===== src/rtl/spi_mem_ctrl.sv =====
// SPI frame decoder driving a single-port byte memory: address/data writes and two-step reads.
// Optional SPI_MEM_ADDR_AUTOINC_EN: post-increment write/read addresses after each access.
module spi_mem_ctrl #(
    parameter int unsigned ADDR_SIZE = 8
) (
    input  logic                 clk,
    input  logic                 rst_n,
    input  logic [9:0]           rx_data,
    input  logic                 rx_valid,
    output logic [7:0]           tx_data,
    output logic                 tx_valid,
    output logic                 mem_en,
    output logic                 mem_we,
    output logic [ADDR_SIZE-1:0] mem_addr,
    output logic [7:0]           mem_wdata,
    input  logic [7:0]           mem_rdata,
    output logic                 busy,
    output logic                 err
);

    typedef enum logic [1:0] {StIdle, StRdIssue, StRdCapt} state_e;

    localparam logic [ADDR_SIZE-1:0] AddrOne = {{(ADDR_SIZE-1){1'b0}}, 1'b1};

    state_e                 state_q, state_d;
    logic [ADDR_SIZE-1:0]   wr_addr_q, wr_addr_d;
    logic [ADDR_SIZE-1:0]   rd_addr_q, rd_addr_d;
    logic                   rd_addr_vld_q, rd_addr_vld_d;
    logic [7:0]             tx_data_q, tx_data_d;
    logic                   tx_valid_q, tx_valid_d;
    logic                   mem_en_q, mem_en_d;
    logic                   mem_we_q, mem_we_d;
    logic [ADDR_SIZE-1:0]   mem_addr_q, mem_addr_d;
    logic [7:0]             mem_wdata_q, mem_wdata_d;
    logic                   err_q, err_d;

    always_ff @(posedge clk or negedge rst_n) begin
        if (!rst_n) begin
            state_q       <= StIdle;
            wr_addr_q     <= '0;
            rd_addr_q     <= '0;
            rd_addr_vld_q <= 1'b0;
            tx_data_q     <= 8'h00;
            tx_valid_q    <= 1'b0;
            mem_en_q      <= 1'b0;
            mem_we_q      <= 1'b0;
            mem_addr_q    <= '0;
            mem_wdata_q   <= 8'h00;
            err_q         <= 1'b0;
        end else begin
            state_q       <= state_d;
            wr_addr_q     <= wr_addr_d;
            rd_addr_q     <= rd_addr_d;
            rd_addr_vld_q <= rd_addr_vld_d;
            tx_data_q     <= tx_data_d;
            tx_valid_q    <= tx_valid_d;
            mem_en_q      <= mem_en_d;
            mem_we_q      <= mem_we_d;
            mem_addr_q    <= mem_addr_d;
            mem_wdata_q   <= mem_wdata_d;
            err_q         <= err_d;
        end
    end

    always_comb begin
        state_d       = state_q;
        wr_addr_d     = wr_addr_q;
        rd_addr_d     = rd_addr_q;
        rd_addr_vld_d = rd_addr_vld_q;
        tx_data_d     = tx_data_q;
        tx_valid_d    = tx_valid_q;
        mem_en_d      = 1'b0;
        mem_we_d      = 1'b0;
        mem_addr_d    = mem_addr_q;
        mem_wdata_d   = mem_wdata_q;
        err_d         = err_q;

        unique case (state_q)
            StIdle: begin
                if (rx_valid) begin
                    tx_valid_d = 1'b0;
                    unique case (rx_data[9:8])
                        2'b00: wr_addr_d = rx_data[ADDR_SIZE-1:0];
                        2'b01: begin
                            mem_en_d    = 1'b1;
                            mem_we_d    = 1'b1;
                            mem_addr_d  = wr_addr_q;
                            mem_wdata_d = rx_data[7:0];
`ifdef SPI_MEM_ADDR_AUTOINC_EN
                            wr_addr_d   = wr_addr_q + AddrOne;
`endif
                        end
                        2'b10: begin
                            rd_addr_d     = rx_data[ADDR_SIZE-1:0];
                            rd_addr_vld_d = 1'b1;
                        end
                        2'b11: begin
                            if (rd_addr_vld_q) begin
                                state_d    = StRdIssue;
                                mem_en_d   = 1'b1;
                                mem_addr_d = rd_addr_q;
`ifdef SPI_MEM_ADDR_AUTOINC_EN
                                rd_addr_d  = rd_addr_q + AddrOne;
`endif
                            end else begin
                                // Read without an address: answer zero and flag it.
                                tx_data_d  = 8'h00;
                                tx_valid_d = 1'b1;
                                err_d      = 1'b1;
                            end
                        end
                    endcase
                end
            end
            StRdIssue: begin
                state_d = StRdCapt;
                if (rx_valid) err_d = 1'b1;
            end
            StRdCapt: begin
                state_d    = StIdle;
                tx_data_d  = mem_rdata;
                tx_valid_d = 1'b1;
                if (rx_valid) err_d = 1'b1;
            end
            default: state_d = StIdle;
        endcase
    end

    assign tx_data   = tx_data_q;
    assign tx_valid  = tx_valid_q;
    assign mem_en    = mem_en_q;
    assign mem_we    = mem_we_q;
    assign mem_addr  = mem_addr_q;
    assign mem_wdata = mem_wdata_q;
    assign busy      = (state_q != StIdle);
    assign err       = err_q;

    // AddrOne is only referenced in the auto-increment build.
    logic unused_addr_one;
    assign unused_addr_one = ^AddrOne;

endmodule

===== config.mk =====
export PLATFORM = sky130hd
export DESIGN_NAME = spi_mem_ctrl
export DESIGN_NICKNAME = d
export VERILOG_FILES = /design/src/rtl/spi_mem_ctrl.sv
export SDC_FILE = /design/constraint.sdc
export NUM_CORES = 1
export LEC_CHECK = 0
export ABC_AREA = 1
export CORE_AREA = 2 2 64 66
export CTS_BUF_LIST = sky130_fd_sc_hd__clkbuf_8 sky130_fd_sc_hd__clkbuf_16
export DETAILED_ROUTE_END_ITERATION = 10
export DIE_AREA = 0 0 66 68
export DONT_BUFFER_PORTS = 1
export MAX_ROUTING_LAYER = met4
export PLACE_DENSITY = 0.75
export REMOVE_ABC_BUFFERS = 1
export SETUP_SLACK_MARGIN = 0.4
export SLEW_MARGIN = 5
export SYNTH_ARGS = -nofsm -noshare
export SYNTH_HDL_FRONTEND = slang
export SYNTH_SLANG_ARGS = --single-unit

===== constraint.sdc =====
create_clock -name clk -period 1.9 [get_ports clk]
set_input_delay 0.38 -clock clk [delete_from_list [all_inputs] [get_ports clk]]
set_output_delay 0.38 -clock clk [all_outputs]
set_load 0.01 [all_outputs]

==> impl_metrics.env <==
export IMPL_layout_nets=281
export IMPL_insertion_delay_ns=0.30
export IMPL_p_per_area_mw_per_mm2=1470
export IMPL_place_ws_ns=0.184
export IMPL_avgSynthCellArea_um2=9.12
export IMPL_min_period_over_period_pct=76.5
export IMPL_area_delta_synth_final_pct=8.63
export IMPL_crit_arrival_ns=1.07
export IMPL_cts_inserted_buffers=5
export IMPL_path_depth=3
export IMPL_placed_cells=294
export IMPL_grt_max_degree=48
export IMPL_htree_levels=2
export IMPL_hold_violations=0
export IMPL_hold_ws_ns=0.289
export IMPL_clk_pin_slew_ns=0.09
export IMPL_crit_required_ns=1.52
export IMPL_design_area_mm2=0.00246
export IMPL_via_count=1616
export IMPL_grt_usage_pct=20.9
export IMPL_ioPinCount=50
export IMPL_tritoncts="yes"
export IMPL_max_stage_delay_ns=0.40
export IMPL_drive_above_1_share_pct=23.4
export IMPL_power_mw=3.61
export IMPL_drtIter0Drc=102
export IMPL_critical_path_top_delay_family="flip-flops"
export IMPL_dr_pass1_iters=4
export IMPL_hold_path_class="primary input to flip-flop"
export IMPL_antenna_found_initial=0
export IMPL_fp_dieH_um=68
export IMPL_clock_skew_ns=0.00536
export IMPL_overflow=0
export IMPL_seq_area_frac_synth_pct=52.0
export IMPL_synth_cell_type_count=18
export IMPL_vias_per_cell=5.28
export IMPL_synth_warnings=0
export IMPL_grt_pass1_wl_um=6790
export IMPL_first_global_vias=1452
export IMPL_initial_core_util_pct=58.6
export IMPL_yosys_most_used_dff="dfrtp_1"
export IMPL_n_antenna_cell=0
export IMPL_cts_root_buf="clkbuf_8"
export IMPL_synthCells=248
export IMPL_ant_nets=0
export IMPL_synth_top_cell_area_share_pct=52.0
export IMPL_setup_viol=0
export IMPL_place_area_mm2=0.00228
export IMPL_fin_ws_ns=0.447
export IMPL_maxCapViolCount=0
export IMPL_relSlewSlack_pct=83.7
export IMPL_core_area_mm2=0.00386
export IMPL_synth_area_leader_cell="dfrtp_1"
export IMPL_crit_type="flip-flop to primary output"
export IMPL_peakVddDrop_mv=0.693
export IMPL_end_kind="primary output"
export IMPL_routed_wl_um=4400
export IMPL_use_met2_pct=31.7
export IMPL_async_reset_ff_share_pct=100
export IMPL_io_buffer_count=0
export IMPL_period_minus_slack_ns=1.45
export IMPL_slowest_stage="dfrtp_1"
export IMPL_netlist_top_cells_count="nand2_1 (89), dfrtp_1 (47), inv_1 (26), nand3_1 (26), o21ai_2 (24)"
export IMPL_fin_util_pct=63.7
export IMPL_cp_start_kind="flip-flop"
export IMPL_tns_ns=0
export IMPL_synth_edf_count=0
export IMPL_worst_pin_slew_ns=0.245
export IMPL_hpwl_um=2840
export IMPL_worst_path_buf_inv=2
export IMPL_status="completed"
export IMPL_synthesis_area_mm2=0.00226
export IMPL_clock_fmax_mhz=688
export IMPL_ys_ff_latch=47
export IMPL_gp_congestion=0.773
export IMPL_rsz0062_at_grt="false"
export IMPL_die_area_mm2=0.00449
export IMPL_die_w_um=66
export IMPL_drc_errors=0
export IMPL_path_max_fanout=6
export IMPL_stdcell_count=306
export IMPL_row_count=23
export IMPL_clockBufferDepth=2
export IMPL_wl_per_cell_um=14.4
export IMPL_synthTopCellsByArea="dfrtp_1 (52%), nand2_1 (15%), o21ai_2 (9.3%)"
export IMPL_yosysMostFrequentCell="nand2_1"
export IMPL_leakage_nw=1.37
export IMPL_r2r_cells=7
export IMPL_grt_use_met1_pct=25.9
export IMPL_cp_cell_sequence="inv_2 -> ha_4 -> inv_4"
export IMPL_grt_use_met3_pct=7.07
export IMPL_maxSlewViolCount=0
export IMPL_whs_path_depth=2
export IMPL_cts_sinks=47
export IMPL_grt_busiest_layer="met2"
-- cells by family (layout without fill, tap and decap cells) --
family                     count (synthesis)  count (layout)  synth area share [%]
and+or+nand+nor                          137             138                  28.6
buffers and inverters                     35              42                  7.69
AOI/OAI and AO/OA                         25              25                  9.52
DFF                                       47              47                  52.0
adders and majority gates                  4               4                  2.21
-- layout by cell type, fill, tap and decap left out --
master,count
o21ai_0,1
inv_1,23
nand3_2,2
dlygate4sd3_1,1
nor2_1,4
inv_4,1
buf_4,5
clkinv_2,1
nand2_1,89
o21ai_2,24
nor2_4,4
buf_16,1
nand4_1,2
ha_1,3
nand3_1,26
ha_4,1
nand2_8,1
inv_2,4
dfrtp_1,47
clkinv_4,1
nand2_2,3
nand2_4,7
clkbuf_8,5
-- flip-flops by register name, summed over array words and instances (netlist names) --
register and flops:
rd_addr_q 8, tx_valid 1, mem_en 1, tx_data 8, mem_we 1, wr_addr_q 8
mem_addr 8, mem_wdata 8, state_q 2, err 1, rd_addr_vld_q 1
-- routing by layer --
layer  up-vias  share of wire (%)  routed length, um
li1        793                  -                  -
met1       760                 45               1980
met2        54                 46               2020
met5         -                  0                  0
met3         9                7.3                321
met4         0                1.7                 74
-- final cells by class --
type                       instances  area [um^2]
tap                               50         62.6
clock buffer                       5         68.8
timing repair buffer               7         75.1
clock inverter                     2         13.8
multi-input combinational        167          952
sequential                        47         1180
fill                             331         1400
inverter                          28          108
-- final timing paths --
kind	from	endpoint	slack, ns
worst max register to register	state_q[0]$_DFFE_PN0P_	rd_addr_q[2]$_DFFE_PN0P_	0.50
worst min register to register	wr_addr_q[5]$_DFFE_PN0P_	wr_addr_q[5]$_DFFE_PN0P_	0.49
worst min-delay path	rx_data[5]	rd_addr_q[5]$_DFFE_PN0P_	0.29
min in group asynchronous	rst_n	err$_DFFE_PN0P_	0.58
max in group asynchronous	rst_n	tx_valid$_DFFE_PN0P_	1.10
worst max-delay path	state_q[0]$_DFFE_PN0P_	busy	0.45
-- repair_timing --
item | in CTS | in global routing
gates resized for setup | 5 | 6
setup endpoints to repair | 43 | 18
setup buffers | 1 | 1
gates cloned | 0 | 1
pin swaps | 0 | 1
endpoints found under the hold margin | 47 | 47
-- power breakdown --
part	internal [mW]	total (mW)	switching (mW)
Sequential	1.44	1.85	0.402
Clock	0.252	0.590	0.338
Combinational	0.486	1.17	0.683
Total	2.18	3.61	1.42
No activity file was read; power rests on OpenSTA's default activity.
